===== config.mk =====
export PLATFORM = sky130hd
export DESIGN_NAME = id_exe_reg
export DESIGN_NICKNAME = d
export VERILOG_FILES = /design/src/rtl/mips_pkg.sv /design/src/rtl/sat_counter.sv /design/src/rtl/id_exe_reg.sv
export SDC_FILE = /design/constraint.sdc
export NUM_CORES = 1
export LEC_CHECK = 0
export CAP_MARGIN = 20
export CELL_PAD_IN_SITES_DETAIL_PLACEMENT = 1
export CELL_PAD_IN_SITES_GLOBAL_PLACEMENT = 1
export CORE_MARGIN = 2
export CORE_UTILIZATION = 27
export DETAILED_ROUTE_END_ITERATION = 10
export PLACE_DENSITY_LB_ADDON = 0.1
export SLEW_MARGIN = 0
export SYNTH_ARGS = -nofsm -noshare
export SYNTH_HDL_FRONTEND = slang
export SYNTH_HIERARCHICAL = 1
export SYNTH_SLANG_ARGS = --single-unit
export TNS_END_PERCENT = 10

===== constraint.sdc =====
create_clock -name clk -period 2.4 [get_ports clk]
set_input_delay 0.6 -clock clk [delete_from_list [all_inputs] [get_ports clk]]
set_output_delay 0.6 -clock clk [all_outputs]
set_load 0.02 [all_outputs]

===== src/rtl/mips_pkg.sv =====
// mips_pkg: shared definitions for the ID/EXE pipeline slice.
//   - default datapath and register-address widths
//   - BR_Type codes and the EXE_CMD no-op code
//   - ctrl_t: the control bundle that travels with an instruction
//   - gate_ctrl(): turns a control bundle into a bubble when the slot is empty
package mips_pkg;

    localparam int unsigned DATA_W_DEF = 32;
    localparam int unsigned REG_AW_DEF = 5;

    // Branch type codes; BR_NONE must stay all-zero so a cleared register
    // reads as "no branch".
    localparam logic [1:0] BR_NONE = 2'b00;
    localparam logic [1:0] BR_BEZ  = 2'b01;
    localparam logic [1:0] BR_BNE  = 2'b10;
    localparam logic [1:0] BR_JMP  = 2'b11;

    // ALU command no-op; all-zero for the same reason as BR_NONE.
    localparam logic [3:0] EXE_CMD_NOP = 4'b0000;

    typedef struct packed {
        logic [1:0] br_type;
        logic [3:0] exe_cmd;
        logic       mem_r_en;
        logic       mem_w_en;
        logic       wb_en;
    } ctrl_t;

    localparam ctrl_t CTRL_BUBBLE = '{
        br_type:  BR_NONE,
        exe_cmd:  EXE_CMD_NOP,
        mem_r_en: 1'b0,
        mem_w_en: 1'b0,
        wb_en:    1'b0
    };

    // An empty slot must never carry side-effecting control downstream.
    function automatic ctrl_t gate_ctrl(input ctrl_t c, input logic valid);
        return valid ? c : CTRL_BUBBLE;
    endfunction

endpackage


===== src/rtl/sat_counter.sv =====
// sat_counter: saturating up-counter with synchronous active-high reset.
//   clk   - clock, rising edge
//   rst   - synchronous clear
//   inc   - add one this edge (ignored once the counter is at all-ones)
//   count - current value, CNT_W bits
module sat_counter #(
    parameter int unsigned CNT_W = 16
) (
    input  logic             clk,
    input  logic             rst,
    input  logic             inc,
    output logic [CNT_W-1:0] count
);

    logic [CNT_W-1:0] count_q;
    logic [CNT_W-1:0] count_d;

    always_comb begin
        count_d = count_q;
        if (inc && (count_q != '1)) begin
            count_d = count_q + CNT_W'(1);
        end
    end

    always_ff @(posedge clk) begin
        if (rst) begin
            count_q <= '0;
        end else begin
            count_q <= count_d;
        end
    end

    assign count = count_q;

endmodule


===== src/rtl/id_exe_reg.sv =====
// id_exe_reg: ID/EXE pipeline register with stall/flush and statistics.
//   clk, rst            - clock, synchronous active-high reset
//   freeze              - hold current contents (hazard stall)
//   flush               - next contents become a bubble (wins over freeze)
//   in_valid            - ID slot holds a real instruction
//   PC_in, Val1_in, Val2_in, Reg2_in     - DATA_W data fields
//   Dest_in, Src1_in, Src2_in            - REG_AW register numbers
//   BR_Type_in, EXE_CMD_in, MEM_R_EN_in, MEM_W_EN_in, WB_EN_in - control
//   *_out               - registered copies of the above, 1-cycle latency
//   valid_out, bubble   - slot occupancy and its complement
//   stall_cnt, flush_cnt - saturating event counters
module id_exe_reg
    import mips_pkg::*;
#(
    parameter int unsigned DATA_W = DATA_W_DEF,
    parameter int unsigned REG_AW = REG_AW_DEF,
    parameter int unsigned CNT_W  = 16
) (
    input  logic              clk,
    input  logic              rst,
    input  logic              freeze,
    input  logic              flush,
    input  logic              in_valid,
    input  logic [DATA_W-1:0] PC_in,
    input  logic [REG_AW-1:0] Dest_in,
    input  logic [REG_AW-1:0] Src1_in,
    input  logic [REG_AW-1:0] Src2_in,
    input  logic [DATA_W-1:0] Val1_in,
    input  logic [DATA_W-1:0] Val2_in,
    input  logic [DATA_W-1:0] Reg2_in,
    input  logic [1:0]        BR_Type_in,
    input  logic [3:0]        EXE_CMD_in,
    input  logic              MEM_R_EN_in,
    input  logic              MEM_W_EN_in,
    input  logic              WB_EN_in,
    output logic [DATA_W-1:0] PC_out,
    output logic [REG_AW-1:0] Dest_out,
    output logic [REG_AW-1:0] Src1_out,
    output logic [REG_AW-1:0] Src2_out,
    output logic [DATA_W-1:0] Val1_out,
    output logic [DATA_W-1:0] Val2_out,
    output logic [DATA_W-1:0] Reg2_out,
    output logic [1:0]        BR_Type_out,
    output logic [3:0]        EXE_CMD_out,
    output logic              MEM_R_EN_out,
    output logic              MEM_W_EN_out,
    output logic              WB_EN_out,
    output logic              valid_out,
    output logic              bubble,
    output logic [CNT_W-1:0]  stall_cnt,
    output logic [CNT_W-1:0]  flush_cnt
);

    logic [DATA_W-1:0] pc_q,   pc_d;
    logic [REG_AW-1:0] dest_q, dest_d;
    logic [REG_AW-1:0] src1_q, src1_d;
    logic [REG_AW-1:0] src2_q, src2_d;
    logic [DATA_W-1:0] val1_q, val1_d;
    logic [DATA_W-1:0] val2_q, val2_d;
    logic [DATA_W-1:0] reg2_q, reg2_d;
    ctrl_t             ctrl_q, ctrl_d;
    logic              valid_q, valid_d;

    ctrl_t ctrl_in;
    logic  stall_inc;
    logic  flush_inc;

    assign ctrl_in = '{
        br_type:  BR_Type_in,
        exe_cmd:  EXE_CMD_in,
        mem_r_en: MEM_R_EN_in,
        mem_w_en: MEM_W_EN_in,
        wb_en:    WB_EN_in
    };

    // Priority below rst (handled in the flop): flush, then freeze, then load.
    always_comb begin
        pc_d    = pc_q;
        dest_d  = dest_q;
        src1_d  = src1_q;
        src2_d  = src2_q;
        val1_d  = val1_q;
        val2_d  = val2_q;
        reg2_d  = reg2_q;
        ctrl_d  = ctrl_q;
        valid_d = valid_q;

        if (flush) begin
            pc_d    = '0;
            dest_d  = '0;
            src1_d  = '0;
            src2_d  = '0;
            val1_d  = '0;
            val2_d  = '0;
            reg2_d  = '0;
            ctrl_d  = CTRL_BUBBLE;
            valid_d = 1'b0;
        end else if (!freeze) begin
            // Data fields are captured even for an empty slot; only the
            // control bundle is forced to a bubble.
            pc_d    = PC_in;
            dest_d  = Dest_in;
            src1_d  = Src1_in;
            src2_d  = Src2_in;
            val1_d  = Val1_in;
            val2_d  = Val2_in;
            reg2_d  = Reg2_in;
            ctrl_d  = gate_ctrl(ctrl_in, in_valid);
            valid_d = in_valid;
        end
    end

    always_ff @(posedge clk) begin
        if (rst) begin
            pc_q    <= '0;
            dest_q  <= '0;
            src1_q  <= '0;
            src2_q  <= '0;
            val1_q  <= '0;
            val2_q  <= '0;
            reg2_q  <= '0;
            ctrl_q  <= CTRL_BUBBLE;
            valid_q <= 1'b0;
        end else begin
            pc_q    <= pc_d;
            dest_q  <= dest_d;
            src1_q  <= src1_d;
            src2_q  <= src2_d;
            val1_q  <= val1_d;
            val2_q  <= val2_d;
            reg2_q  <= reg2_d;
            ctrl_q  <= ctrl_d;
            valid_q <= valid_d;
        end
    end

    assign PC_out       = pc_q;
    assign Dest_out     = dest_q;
    assign Src1_out     = src1_q;
    assign Src2_out     = src2_q;
    assign Val1_out     = val1_q;
    assign Val2_out     = val2_q;
    assign Reg2_out     = reg2_q;
    assign BR_Type_out  = ctrl_q.br_type;
    assign EXE_CMD_out  = ctrl_q.exe_cmd;
    assign MEM_R_EN_out = ctrl_q.mem_r_en;
    assign MEM_W_EN_out = ctrl_q.mem_w_en;
    assign WB_EN_out    = ctrl_q.wb_en;
    assign valid_out    = valid_q;
    assign bubble       = ~valid_q;

    // A stall only counts when it is actually holding a live instruction;
    // a flush always counts, even when freeze is also asserted.
    assign stall_inc = freeze & ~flush & valid_q;
    assign flush_inc = flush;

    sat_counter #(
        .CNT_W (CNT_W)
    ) u_stall_cnt (
        .clk   (clk),
        .rst   (rst),
        .inc   (stall_inc),
        .count (stall_cnt)
    );

    sat_counter #(
        .CNT_W (CNT_W)
    ) u_flush_cnt (
        .clk   (clk),
        .rst   (rst),
        .inc   (flush_inc),
        .count (flush_cnt)
    );

endmodule


==> flow_summary.toml <==
[timing]
rsz0062_at_grt = "no"
hold_ws_ns = 0.463
setup_tns_ns = 0
tightest_slew_ns = 0.953
final_hold_viol_count = 0
period_needed_ns = 2.20
fin_crit_sh = 0.917
timing.fmax_ghz = 0.454
finClkSkew_ns = 0.0174
slew_viol_final = 0
slew_headroom = 0.365
finalSetupViolations = 0

[synth]
syn-cell-area_mm2 = 0.00717
synth_cells = 706
yosysUniqueCellTypes = 36
yosysSeqAreaShare = 0.516
syn_nets = 865
synth_seq_cells = 185
syn_area_per_cell_um2 = 10.2
yosys_warnings = 6

[cells_and_area]
fin_util = 0.441
nets = 1194
fin_area_mm2 = 0.0115
area_delta_synth_final_pct = 60.1
layout_common_cells = "clkdlybuf4s50_1, dfxtp_1, nor2_1, mux2i_1, a21oi_1"
final_layout_size_suffix_gt1_frac = 0.0611
nFillCells = 2931
final_common_cell = "clkdlybuf4s50_1"

[global_routing]
grt_max_degree = 109
grt_overflow = 0
grt_pass1_vias = 6339
grt_pass1_wl_um = 36500
antenna_found_initial = 2
groute.usage.overall = 0.165

[worst_setup_path]
max_stage_delay_ns = 0.69
path_buf_inv = 1
r2r_start = "u_flush_cnt/count[0]$_SDFFE_PP0P_"
arrival_ns = 1.60
end_kind = "output port"
rrSetupSlack_ns = 0.52
start_kind = "flip-flop"
cp_cell_sequence = "clkdlybuf4s50_1"
critPathMaxFanout = 7
r2r_cells = 6
worstPathRequired_ns = 1.80
r2r_end = "u_flush_cnt/count[13]$_SDFFE_PP0P_"
cpLargestDelayFamily = "buffers and inverters"
path_class = "reg2out"
cp_slowest_cell = "clkdlybuf4s50_1"

[floorplanning]
core_area_mm2 = 0.0261
num_rows = 59
die_area_mm2 = 0.0279
die_w_um = 167
design.portCount = 343
start_util = 0.275
die_h_um = 167

[clock_network]
cts_resized = 0
cts_sinks = 185
h-tree-depth = 4
holdBufCountCts = 0
clk_transition_reported_paths_ns = 0.07
clock-root-buffer = "clkbuf_16"
postCtsSetupBuffers = 0
numCtsBuffers = 17
cts_tree = "done"
cts_buffer_depth = 2
clock_latency_ns = 0.44

[flow_run]
drv_cap = 0

[route]
ant_nets = 0
drc = 0
routedWlPerCell_um = 17.0
wl_um = 23600
first_pass_iters = 4
viasPerCell = 4.58
drt_first_iter_violations = 319
num_vias = 6338

[placed_design]
postPlaceCellArea_mm2 = 0.0109
dp_hpwl_um = 16900
place_congestion = 0.733
port_buffers = 342

[min_path]
hp-class = "reg2reg"
worstHoldEndpoint = "WB_EN_out$_SDFFE_PP0N_"
hp-start = "WB_EN_out$_SDFFE_PP0N_"
hold_path_depth = 2

[power_and_ir_drop]
power_density_mw_per_mm2 = 609
leakagePower_uw = 0.00444
vdd_drop_max_v = 0.000442

[outcome]
outcome = "completed"
-- report_power, final --
part | total, uW | internal, uW | switching, uW
logic | 883 | 504 | 379
clock network | 2920 | 1500 | 1410
registers | 3200 | 3150 | 46.4
-- kinds of logic (layout without fill, tap and decap cells) --
logic type,count (synthesis),count (layout),synth area share
flip-flops,185,185,0.516
XOR/XNOR,4,4,0.00488
other,0,2,0
multiplexers,147,147,0.206
AND/OR/NAND/NOR,261,261,0.181
AO/OA/AOI/OAI,56,56,0.0461
adder cells (fa/ha/maj),2,2,0.00349
buffers and inverters,51,393,0.0422
-- synthesized netlist by cell type --
cell,count,share of area
xnor2_1,4,0.0049
buf_2,11,0.0077
o41ai_1,2,0.0024
nor4_1,4,0.0035
o21ai_0,8,0.0056
nand2b_1,1,0.00087
and3_1,2,0.0017
nand4_1,6,0.0052
ha_1,2,0.0035
o21a_1,2,0.0021
mux2_2,2,0.0031
inv_1,7,0.0037
nor3_1,8,0.0056
clkbuf_1,13,0.0068
and4_1,6,0.0073
buf_1,3,0.0016
mux2i_1,145,0.20
o311ai_0,2,0.0024
nor2_1,146,0.076
nor2b_1,4,0.0035
nand4_4,2,0.0059
nand2_1,22,0.012
nand3_1,12,0.0084
dfxtp_1,185,0.52
nand3b_1,11,0.012
buf_6,9,0.014
nor4bb_1,2,0.0028
or4_1,14,0.015
buf_4,8,0.0084
nor2_2,10,0.0087
nand2_2,2,0.0017
nor4_4,2,0.0059
or2_1,1,0.00087
or3_1,6,0.0052
o31ai_1,12,0.013
a21oi_1,30,0.021
-- metrics by stage --
step,worst slack (ns),power [uW],std cells
after CTS,0.173,7140,1383
final,0.199,7000,1385
after global routing,0.130,7330,1385
after global placement,0.111,4160,1351
after floorplan,0.0939,3670,706
after detailed placement,0.0877,4160,1351
-- layout make-up --
cell class                 instances  area [um2]  area share
inverter                           7        26.3     0.00229
sequential                       185        3700       0.323
antenna                            2        5.00    0.000436
tap                              335         419      0.0365
multi-input combinational        470        3170       0.276
clock inverter                    15         180      0.0157
timing repair buffer             354        3550       0.310
clock buffer                      17         425      0.0370
-- worst max path at each step --
stage                     slack [ns]  cells past startpoint                                  to                         startpoint
final                           0.20                      1                        stall_cnt[5]  u_stall_cnt/count[5]$_SDFFE_PP0P_
after global routing            0.13                      1                        flush_cnt[5]  u_flush_cnt/count[5]$_SDFFE_PP0P_
after CTS                       0.17                      1                        stall_cnt[4]  u_stall_cnt/count[4]$_SDFFE_PP0P_
after detailed placement        0.09                      6   u_stall_cnt/count[9]$_SDFFE_PP0P_                              flush
after global placement          0.11                      6  u_stall_cnt/count[15]$_SDFFE_PP0P_                              flush
after floorplan                 0.09                      9   u_stall_cnt/count[9]$_SDFFE_PP0P_                             freeze
-- state kept, by name, summed over array words and instances, names as in the netlist, 2 cells and up --
signal,cells
Src2_out,5
BR_Type_out,2
Val1_out,32
u_stall_cnt/count,16
Dest_out,5
u_flush_cnt/count,16
PC_out,32
Reg2_out,32
EXE_CMD_out,4
Src1_out,5
Val2_out,32
-- routing by layer --
metal,vias up,track usage,share of wire
met5,-,0,0
met2,239,0.263,0.46
met4,0,0.0510,0.014
li1,3099,-,-
met1,2979,0.207,0.44
met3,21,0.0632,0.088
Power figures use the tool's default switching activity.
